===== config.mk =====
export PLATFORM = sky130hd
export DESIGN_NAME = vga_sync_receiver
export DESIGN_NICKNAME = d
export VERILOG_FILES = /design/src/rtl/vga_sync_receiver.sv
export SDC_FILE = /design/constraint.sdc
export NUM_CORES = 1
export LEC_CHECK = 0
export BUFFER_PORTS_ARGS = -buffer_cell sky130_fd_sc_hd__buf_2
export CORE_ASPECT_RATIO = 1.75
export CORE_MARGIN = 2
export CORE_UTILIZATION = 59
export DETAILED_ROUTE_END_ITERATION = 7
export GPL_ROUTABILITY_DRIVEN = 0
export HOLD_SLACK_MARGIN = 0.05
export PLACE_DENSITY = 0.81
export SETUP_SLACK_MARGIN = 0.15
export SLEW_MARGIN = 30
export SYNTH_ARGS = -nofsm -noshare
export SYNTH_HDL_FRONTEND = slang
export SYNTH_SLANG_ARGS = --single-unit

===== constraint.sdc =====
create_clock -name clk_i -period 7.1 [get_ports clk_i]
set_input_delay 1.065 -clock clk_i [delete_from_list [all_inputs] [get_ports clk_i]]
set_output_delay 1.065 -clock clk_i [all_outputs]
set_load 0.02 [all_outputs]

===== src/rtl/vga_sync_receiver.sv =====
// vga_sync_receiver
//   Receive side of the 640x480 VGA timing. Samples active-low hsync/vsync
//   (one pixel per clk_i), measures clocks per line and lines per frame,
//   locks once consecutive frames agree, and regenerates column/row and the
//   display-active window from the recovered counters.
//
//   Ports:
//     clk_i          pixel clock
//     rst_i          synchronous, active-high reset
//     hsync_i        active-low horizontal sync
//     vsync_i        active-low vertical sync
//     locked_o       geometry stable (state LOCKED)
//     h_period_o     last measured clocks per line
//     v_lines_o      last measured lines per frame
//     xcol_o/yrow_o  recovered column/row, 0 outside the active window
//     disp_active_o  recovered active region, gated by lock
//     frame_start_o  one-clock pulse when the line counter restarts
//     err_o          one-clock pulse on a geometry mismatch while locked
//     err_cnt_o      saturating error/timeout count (only with VGA_RX_ERRCNT_EN)
//
//   Build option: define VGA_RX_ERRCNT_EN to add err_cnt_o.
module vga_sync_receiver #(
  parameter int unsigned H_ACT_START = 139,
  parameter int unsigned H_DISP      = 640,
  parameter int unsigned V_ACT_START = 29,
  parameter int unsigned V_DISP      = 480,
  parameter int unsigned LOCK_FRAMES = 2,
  parameter int unsigned TIMEOUT     = 4095
) (
  input  logic        clk_i,
  input  logic        rst_i,
  input  logic        hsync_i,
  input  logic        vsync_i,
  output logic        locked_o,
  output logic [11:0] h_period_o,
  output logic [11:0] v_lines_o,
  output logic [9:0]  xcol_o,
  output logic [9:0]  yrow_o,
  output logic        disp_active_o,
  output logic        frame_start_o,
  output logic        err_o
`ifdef VGA_RX_ERRCNT_EN
  ,
  output logic [7:0]  err_cnt_o
`endif
);

  typedef enum logic [1:0] {SEARCH, TRAIN, LOCKED} state_e;

  localparam logic [11:0] CNT_MAX = '1;
  localparam logic [11:0] H_LO    = 12'(H_ACT_START);
  localparam logic [11:0] H_HI    = 12'(H_ACT_START + H_DISP);
  localparam logic [11:0] V_LO    = 12'(V_ACT_START);
  localparam logic [11:0] V_HI    = 12'(V_ACT_START + V_DISP);
  localparam logic [11:0] TO_CNT  = 12'(TIMEOUT);
  localparam logic [3:0]  LOCK_N  = 4'(LOCK_FRAMES);

  state_e      state_q, state_d;
  logic        hs_q, vs_q;
  logic        vpend_q, vpend_d;
  logic [11:0] h_cnt_q, h_cnt_d;
  logic [11:0] v_cnt_q, v_cnt_d;
  logic [11:0] h_period_q, h_period_d;
  logic [11:0] v_lines_q, v_lines_d;
  logic [3:0]  match_q, match_d;
  logic        fs_q, fs_d;
  logic        err_q, err_d;

  logic        hfall, vfall, fs_evt, timeout;
  logic [11:0] h_meas, v_meas;
  logic        h_diff, v_diff;
  logic        h_in, v_in;
  logic [9:0]  x_off, y_off;

  assign hfall  = hs_q & ~hsync_i;
  assign vfall  = vs_q & ~vsync_i;
  assign fs_evt = hfall & (vpend_q | vfall);

  // Saturating "+1": used both as the measurement and as the counter step,
  // so neither the counters nor the measured values can wrap.
  assign h_meas = (h_cnt_q == CNT_MAX) ? CNT_MAX : h_cnt_q + 12'd1;
  assign v_meas = (v_cnt_q == CNT_MAX) ? CNT_MAX : v_cnt_q + 12'd1;
  assign h_diff = (h_meas != h_period_q);
  assign v_diff = (v_meas != v_lines_q);

  // An hsync fall clears h_cnt this edge, so a stale saturated count must not
  // also throw the FSM back to SEARCH on the very edge that resumes sync.
  assign timeout = (h_cnt_q >= TO_CNT) && !hfall;

  always_comb begin
    h_cnt_d    = hfall ? '0 : h_meas;
    h_period_d = hfall ? h_meas : h_period_q;
    v_cnt_d    = v_cnt_q;
    v_lines_d  = v_lines_q;
    vpend_d    = vpend_q | vfall;
    fs_d       = 1'b0;
    if (hfall) begin
      if (vpend_q || vfall) begin
        v_cnt_d   = '0;
        v_lines_d = v_meas;
        vpend_d   = 1'b0;
        fs_d      = 1'b1;
      end else begin
        v_cnt_d   = v_meas;
      end
    end
  end

  always_comb begin
    state_d = state_q;
    match_d = match_q;
    err_d   = 1'b0;
    if (timeout) begin
      state_d = SEARCH;
      match_d = '0;
    end else begin
      unique case (state_q)
        SEARCH: begin
          if (fs_evt) begin
            state_d = TRAIN;
            match_d = '0;
          end
        end
        TRAIN: begin
          if (fs_evt) begin
            if (!h_diff && !v_diff) begin
              match_d = match_q + 4'd1;
              if (match_q + 4'd1 >= LOCK_N) state_d = LOCKED;
            end else begin
              match_d = '0;
            end
          end else if (hfall && h_diff) begin
            match_d = '0;
          end
        end
        LOCKED: begin
          if ((hfall && h_diff) || (fs_evt && v_diff)) begin
            err_d   = 1'b1;
            state_d = TRAIN;
            match_d = '0;
          end
        end
        default: state_d = SEARCH;
      endcase
    end
  end

  always_ff @(posedge clk_i) begin
    if (rst_i) begin
      state_q    <= SEARCH;
      hs_q       <= 1'b1;
      vs_q       <= 1'b1;
      vpend_q    <= 1'b0;
      h_cnt_q    <= '0;
      v_cnt_q    <= '0;
      h_period_q <= '0;
      v_lines_q  <= '0;
      match_q    <= '0;
      fs_q       <= 1'b0;
      err_q      <= 1'b0;
    end else begin
      state_q    <= state_d;
      hs_q       <= hsync_i;
      vs_q       <= vsync_i;
      vpend_q    <= vpend_d;
      h_cnt_q    <= h_cnt_d;
      v_cnt_q    <= v_cnt_d;
      h_period_q <= h_period_d;
      v_lines_q  <= v_lines_d;
      match_q    <= match_d;
      fs_q       <= fs_d;
      err_q      <= err_d;
    end
  end

  assign h_in  = (h_cnt_q >= H_LO) && (h_cnt_q < H_HI);
  assign v_in  = (v_cnt_q >= V_LO) && (v_cnt_q < V_HI);
  assign x_off = h_cnt_q[9:0] - H_LO[9:0];
  assign y_off = v_cnt_q[9:0] - V_LO[9:0];

  assign locked_o      = (state_q == LOCKED);
  assign disp_active_o = locked_o && h_in && v_in;
  assign xcol_o        = disp_active_o ? x_off : '0;
  assign yrow_o        = disp_active_o ? y_off : '0;
  assign h_period_o    = h_period_q;
  assign v_lines_o     = v_lines_q;
  assign frame_start_o = fs_q;
  assign err_o         = err_q;

`ifdef VGA_RX_ERRCNT_EN
  logic [7:0] err_cnt_q, err_cnt_d;

  always_comb begin
    err_cnt_d = err_cnt_q;
    if ((err_d || (timeout && state_q != SEARCH)) && err_cnt_q != 8'hFF)
      err_cnt_d = err_cnt_q + 8'd1;
  end

  always_ff @(posedge clk_i) begin
    if (rst_i) err_cnt_q <= '0;
    else       err_cnt_q <= err_cnt_d;
  end

  assign err_cnt_o = err_cnt_q;
`endif

endmodule


; ---- Word level (Yosys, flattened, before mapping)
; Index checks and enable logic that the tools add are counted.
[totals]
inputBits = 4
elab_cells = 85
reg_bits = 59
[classes]
bitwise_logic = 8
add_sub_neg = 5
n_reduce_logical = 22
n_lt_le_gt_ge = 6
eq_ne = 12
mux = 21
[ops]
columns = cell, n
row1 = 2-to-1 mux 12 bit, 3
row2 = "adder 12 x 1 -> 12 bit, second input constant", 2
row3 = "equality test 12 bit, second input constant", 2
row4 = inequality test 12 bit, 2
row5 = 2-to-1 mux 10 bit, 2
row6 = 2-to-1 mux 4 bit, 5
row7 = "greater-or-equal comparator 12 bit, second input constant", 1
row8 = "greater-or-equal comparator 12 x 5 -> 1 bit, second input constant", 1
row9 = "greater-or-equal comparator 12 x 8 -> 1 bit, second input constant", 1
row10 = "less-than comparator 12 x 10 -> 1 bit, second input constant", 1
row11 = "less-than comparator 12 x 9 -> 1 bit, second input constant", 1
row12 = case mux 4 bit (3 select lines), 1
row13 = 2-to-1 mux 2 bit, 5
row14 = "subtractor 10 x 5 -> 10 bit, second input constant", 1
row15 = "subtractor 10 x 8 -> 10 bit, second input constant", 1
row16 = logical AND 1 bit, 8
row17 = "inequality test 2 bit, second input constant", 4
row18 = case mux 2 bit (3 select lines), 1
row19 = OR reduction 2 bit, 3
row20 = AND reduction 5 bit, 1
row21 = "adder 4 x 1 -> 4 bit, second input constant", 1
row22 = "greater-or-equal comparator 4 x 2 -> 1 bit, second input constant", 1
row23 = 2-to-1 mux 1 bit, 4
row24 = NOT 1 bit, 4
row25 = 13 further kinds, 18

; ---- Logic depth before layout (Yosys ltp)
[depth]
ltp_word = 8
depth_mapped = 11
depth_no_buf = 10

; ---- Worst setup path before layout
; No wires, ideal clock.
[synth_path]
path_type = register to output
from = reg v_cnt_q[0]
to = out xcol_o[3]
t_arrival_ns = 2.274
n_path_buf = 2
setup_slack_ns = 3.761
stages_incl_launch_ff = 11
path_cell_list = dfxtp_1 clkbuf_1 inv_1 ha_1 nor2b_1 o21ai_0 nand4_1 a31oi_1 nand3_1 clkbuf_1 nor3_1
[synth_via]
elab_chain_len = 4
word_cells_on_any_way = 5
cone_classes = 2 x order compare / 1 x mux / 2 x reduce/logical
[synth_rtl]
columns = item, line
row1 = "start, declared", 62  ; logic [11:0] v_cnt_q, v_cnt_d;
row2 = "start signal, assigned", 167  ; v_cnt_q <= v_cnt_d;
row3 = greater-or-equal comparator 12 x 5 -> 1 bit / less-than comparator 12 x 9 -> 1 bit (equally long branches), 177  ; assign v_in = (v_cnt_q >= V_LO) && (v_cnt_q < V_HI);
row4 = logical AND 1 bit *, 177
row5 = logical AND 1 bit *, 182  ; assign disp_active_o = locked_o && h_in && v_in;
row6 = 2-to-1 mux 10 bit *, 183  ; assign xcol_o = disp_active_o ? x_off : '0;
row7 = "end, declared", 37  ; output logic [9:0] xcol_o,
; Mark *: on every way between the ends. The rest lies on a longest branch, timed or not.

; ---- Final worst setup path
; Ends and elaborated chain as after synthesis.

==> results.cfg <==
[clock_network]
htreeDepth = 3
clk_pin_slew_worst_paths_ns = 0.06
cts_resized = 0
post_cts_buffers = 0
cts_tree = yes
root_buffer = clkbuf_16
worstSkewPairLatency_ns = 0.34
cts_sinks = 59
clockBufferDepth = 2
cts_inserted_buffers = 9
hold_buffers = 0

[pwr]
power.leakage_nw = 1.93
max-vdd-ir-drop_mv = 0.178
powerDensity_mw_per_mm2 = 189
finalPower_w = 0.000907

[min_path]
whs_path_depth = 2
hold_end = h_period_o[7]
hp-start = h_period_o[7]
hold_path.class = reg -> reg

[grt]
grt_overflow = 0
gr-usage-all-layers_pct = 37.1
gr-usage-met1_pct = 36.4
grt_pass1_wl_um = 22000
grt_pass1_vias = 4503
grt_max_degree = 33
gr-usage-met2_pct = 63.0
busiest_layer = met2
grtUsageMet3_pct = 9.56
antenna_found_initial = 0

[timing]
skew_ns = 0.0102
tns_ns = 0
grt_setup_unrepaired = no
hold_viol = 0
setup_viol = 0
worst_pin_slew_ns = 0.885
drv_slew = 0
finalCritPeriodShare_pct = 57.0
final.min_clock_period_ns = 4.05
fmax_ghz = 0.247
slew_headroom_pct = 41.0

[placement]
hpwl_um = 9840
io_buffers = 51

[synth]
ys_seq_area_share_pct = 27.5
synth.ff_latch_count = 59
ys_types = 80
yosys-top-cells-area = dfxtp_1, nor2_1, a21oi_1
mappedNetlistArea_sq_mm = 0.00429
syn_inst = 586
synth_common_cells = nor2_1, dfxtp_1, nand2_1
synth_fp_nets = 596
synth_ff_type = dfxtp_1
async_reset_ff_share_pct = 0
synth_top_area_share_pct = 27.5
synthMostInstantiatedCell = nor2_1
synth-edff-count = 0
yosysWarnings = 0
yosys.area.top_type = dfxtp_1
syn_area_per_cell_sq_um = 7.32

[final_layout]
nFillCells = 638
multiInputGateArea_sq_mm = 0.00285
syn_to_final_growth_pct = 11.7
drive_gt1_share_pct = 15.4
nets = 616
antenna_cells = 0
seq_area_sq_mm = 0.00118

[setup_path]
critPathLaunchType = register
critical_path_class = reg -> out
reg2reg_from = h_cnt_q[0]
r2r_slack_ns = 3.33
end_kind = primary output
r2r-end = state_q[1]
crit_path_max_fanout = 20
r2r_cells = 9
cp.arrival_ns = 2.99
worst_ep_required_time_ns = 6.03

[flow_run]
maxCapViolCount = 0

[drt]
route.detailed.drc = 0
drt.antenna.violating_nets = 0
wirelength_um = 13800
wl_per_cell_um = 19.8
viasPerCell = 6.95
num_vias = 4846
drt_pass1_iterations = 6
drt_iter0_drc = 693

[floorplanning]
start_util_pct = 60.1
die_area_sq_mm = 0.00799
rows = 41
core_area_sq_mm = 0.00713
die_w_um = 68.4
die_height_um = 117
io_pins = 52

[outcome]
status = complete, no violations
## layout by cell type (no fill, tap or decap), types with 3 or more instances in the layout
| cell type | instances |
|---|---|
| a32oi_1 | 4 |
| nand2b_1 | 9 |
| and4_1 | 8 |
| nand3_1 | 18 |
| o21ai_0 | 29 |
| a31oi_1 | 4 |
| a21o_1 | 3 |
| ha_1 | 6 |
| inv_1 | 14 |
| clkbuf_16 | 9 |
| o21a_1 | 4 |
| o2111ai_1 | 5 |
| nor4_1 | 12 |
| mux2i_1 | 3 |
| and3_1 | 9 |
| o22ai_1 | 6 |
| nor2_1 | 82 |
| o31ai_1 | 4 |
| nor3_2 | 4 |
| xor2_1 | 7 |
| a211oi_1 | 12 |
| a21oi_1 | 44 |
| nand2_1 | 51 |
| or2_2 | 5 |
| buf_2 | 51 |
| xnor2_1 | 15 |
| clkinv_2 | 3 |
| o21ai_1 | 3 |
| and2_1 | 9 |
| a21boi_0 | 3 |
| dfxtp_1 | 59 |
| nor2b_1 | 12 |
| nor3_1 | 19 |
| or4_1 | 4 |
| nand4_1 | 17 |
## critical path: stages, from the launching register on
cell,delay [ns]
dfxtp_1,0.55
inv_1,0.18
ha_1,0.29
nor2b_1,0.14
o21ai_0,0.18
nand4_1,0.11
a31oi_1,0.17
nand3_1,0.50
nor3_1,0.32
buf_2,0.20
## report_power, final
group	internal [W]	total (W)	leakage (nW)	switching, W
Combinational	0.0000252	0.0000752	1.28	0.0000499
Sequential	0.000338	0.000348	0.478	0.00000949
Clock	0.000324	0.000484	0.165	0.000160
Total	0.000688	0.000907	1.93	0.000219
## per-stage QoR
| stage | std cells | worst slack, ns | utilization (%) | area, sq um | hold WS [ns] |
|---|---|---|---|---|---|
| floorplan | 586 | 3.76 | - | 4290 | 0.441 |
| global placement | 681 | 3.54 | 62.5 | 4460 | 0.454 |
| detailed placement | 681 | 3.45 | 62.6 | 4460 | 0.470 |
| CTS | 697 | 3.08 | 67.2 | 4790 | 0.492 |
| global route | 697 | 2.82 | 67.2 | 4790 | 0.506 |
| finish | 697 | 3.05 | 67.2 | 4790 | 0.491 |
## registers in the layout, indices dropped and copies added (netlist names)
signal / count
h_cnt_q: 12
h_period_o: 12
v_cnt_q: 12
v_lines_o: 12
match_q: 4
state_q: 2
err_o: 1
frame_start_o: 1
hs_q: 1
vpend_q: 1
vs_q: 1
## area by class of cell
cell class / count / area share, %
clock inverter: 5 / 1.57
sequential: 59 / 24.7
timing repair buffer: 53 / 5.64
tap: 86 / 2.25
multi-input combinational: 468 / 59.4
inverter: 15 / 1.18
clock buffer: 11 / 5.28
## worst max path at each step
stage                     startpoint        end  slack [ns]
after floorplan           v_cnt_q[0]  xcol_o[3]        3.76
after global routing      v_cnt_q[0]  xcol_o[1]        2.82
after detailed placement  h_cnt_q[0]  xcol_o[3]        3.45
final                     v_cnt_q[0]  xcol_o[3]        3.05
after CTS                 v_cnt_q[0]  xcol_o[3]        3.08
after global placement    v_cnt_q[0]  xcol_o[3]        3.54
## cells by family (layout without fill, tap and decap cells)
logic type,Yosys count,in the layout,synth area share (%)
flops,59,59,27.5
mux,5,5,1.23
simple gates,278,278,33.9
xor+xnor,23,23,5.05
compound gates,156,156,24.4
fa+ha+maj,6,6,1.75
buf+inv,59,84,6.16
## metal layers
layer  part of all wire, %  vias to the layer above
met5                     0                        -
met4                   8.8                        0
met3                   7.1                      107
met2                    51                      316
met1                    33                     2233
li1                      -                     2190
No activity file was read; power rests on OpenSTA's default activity.
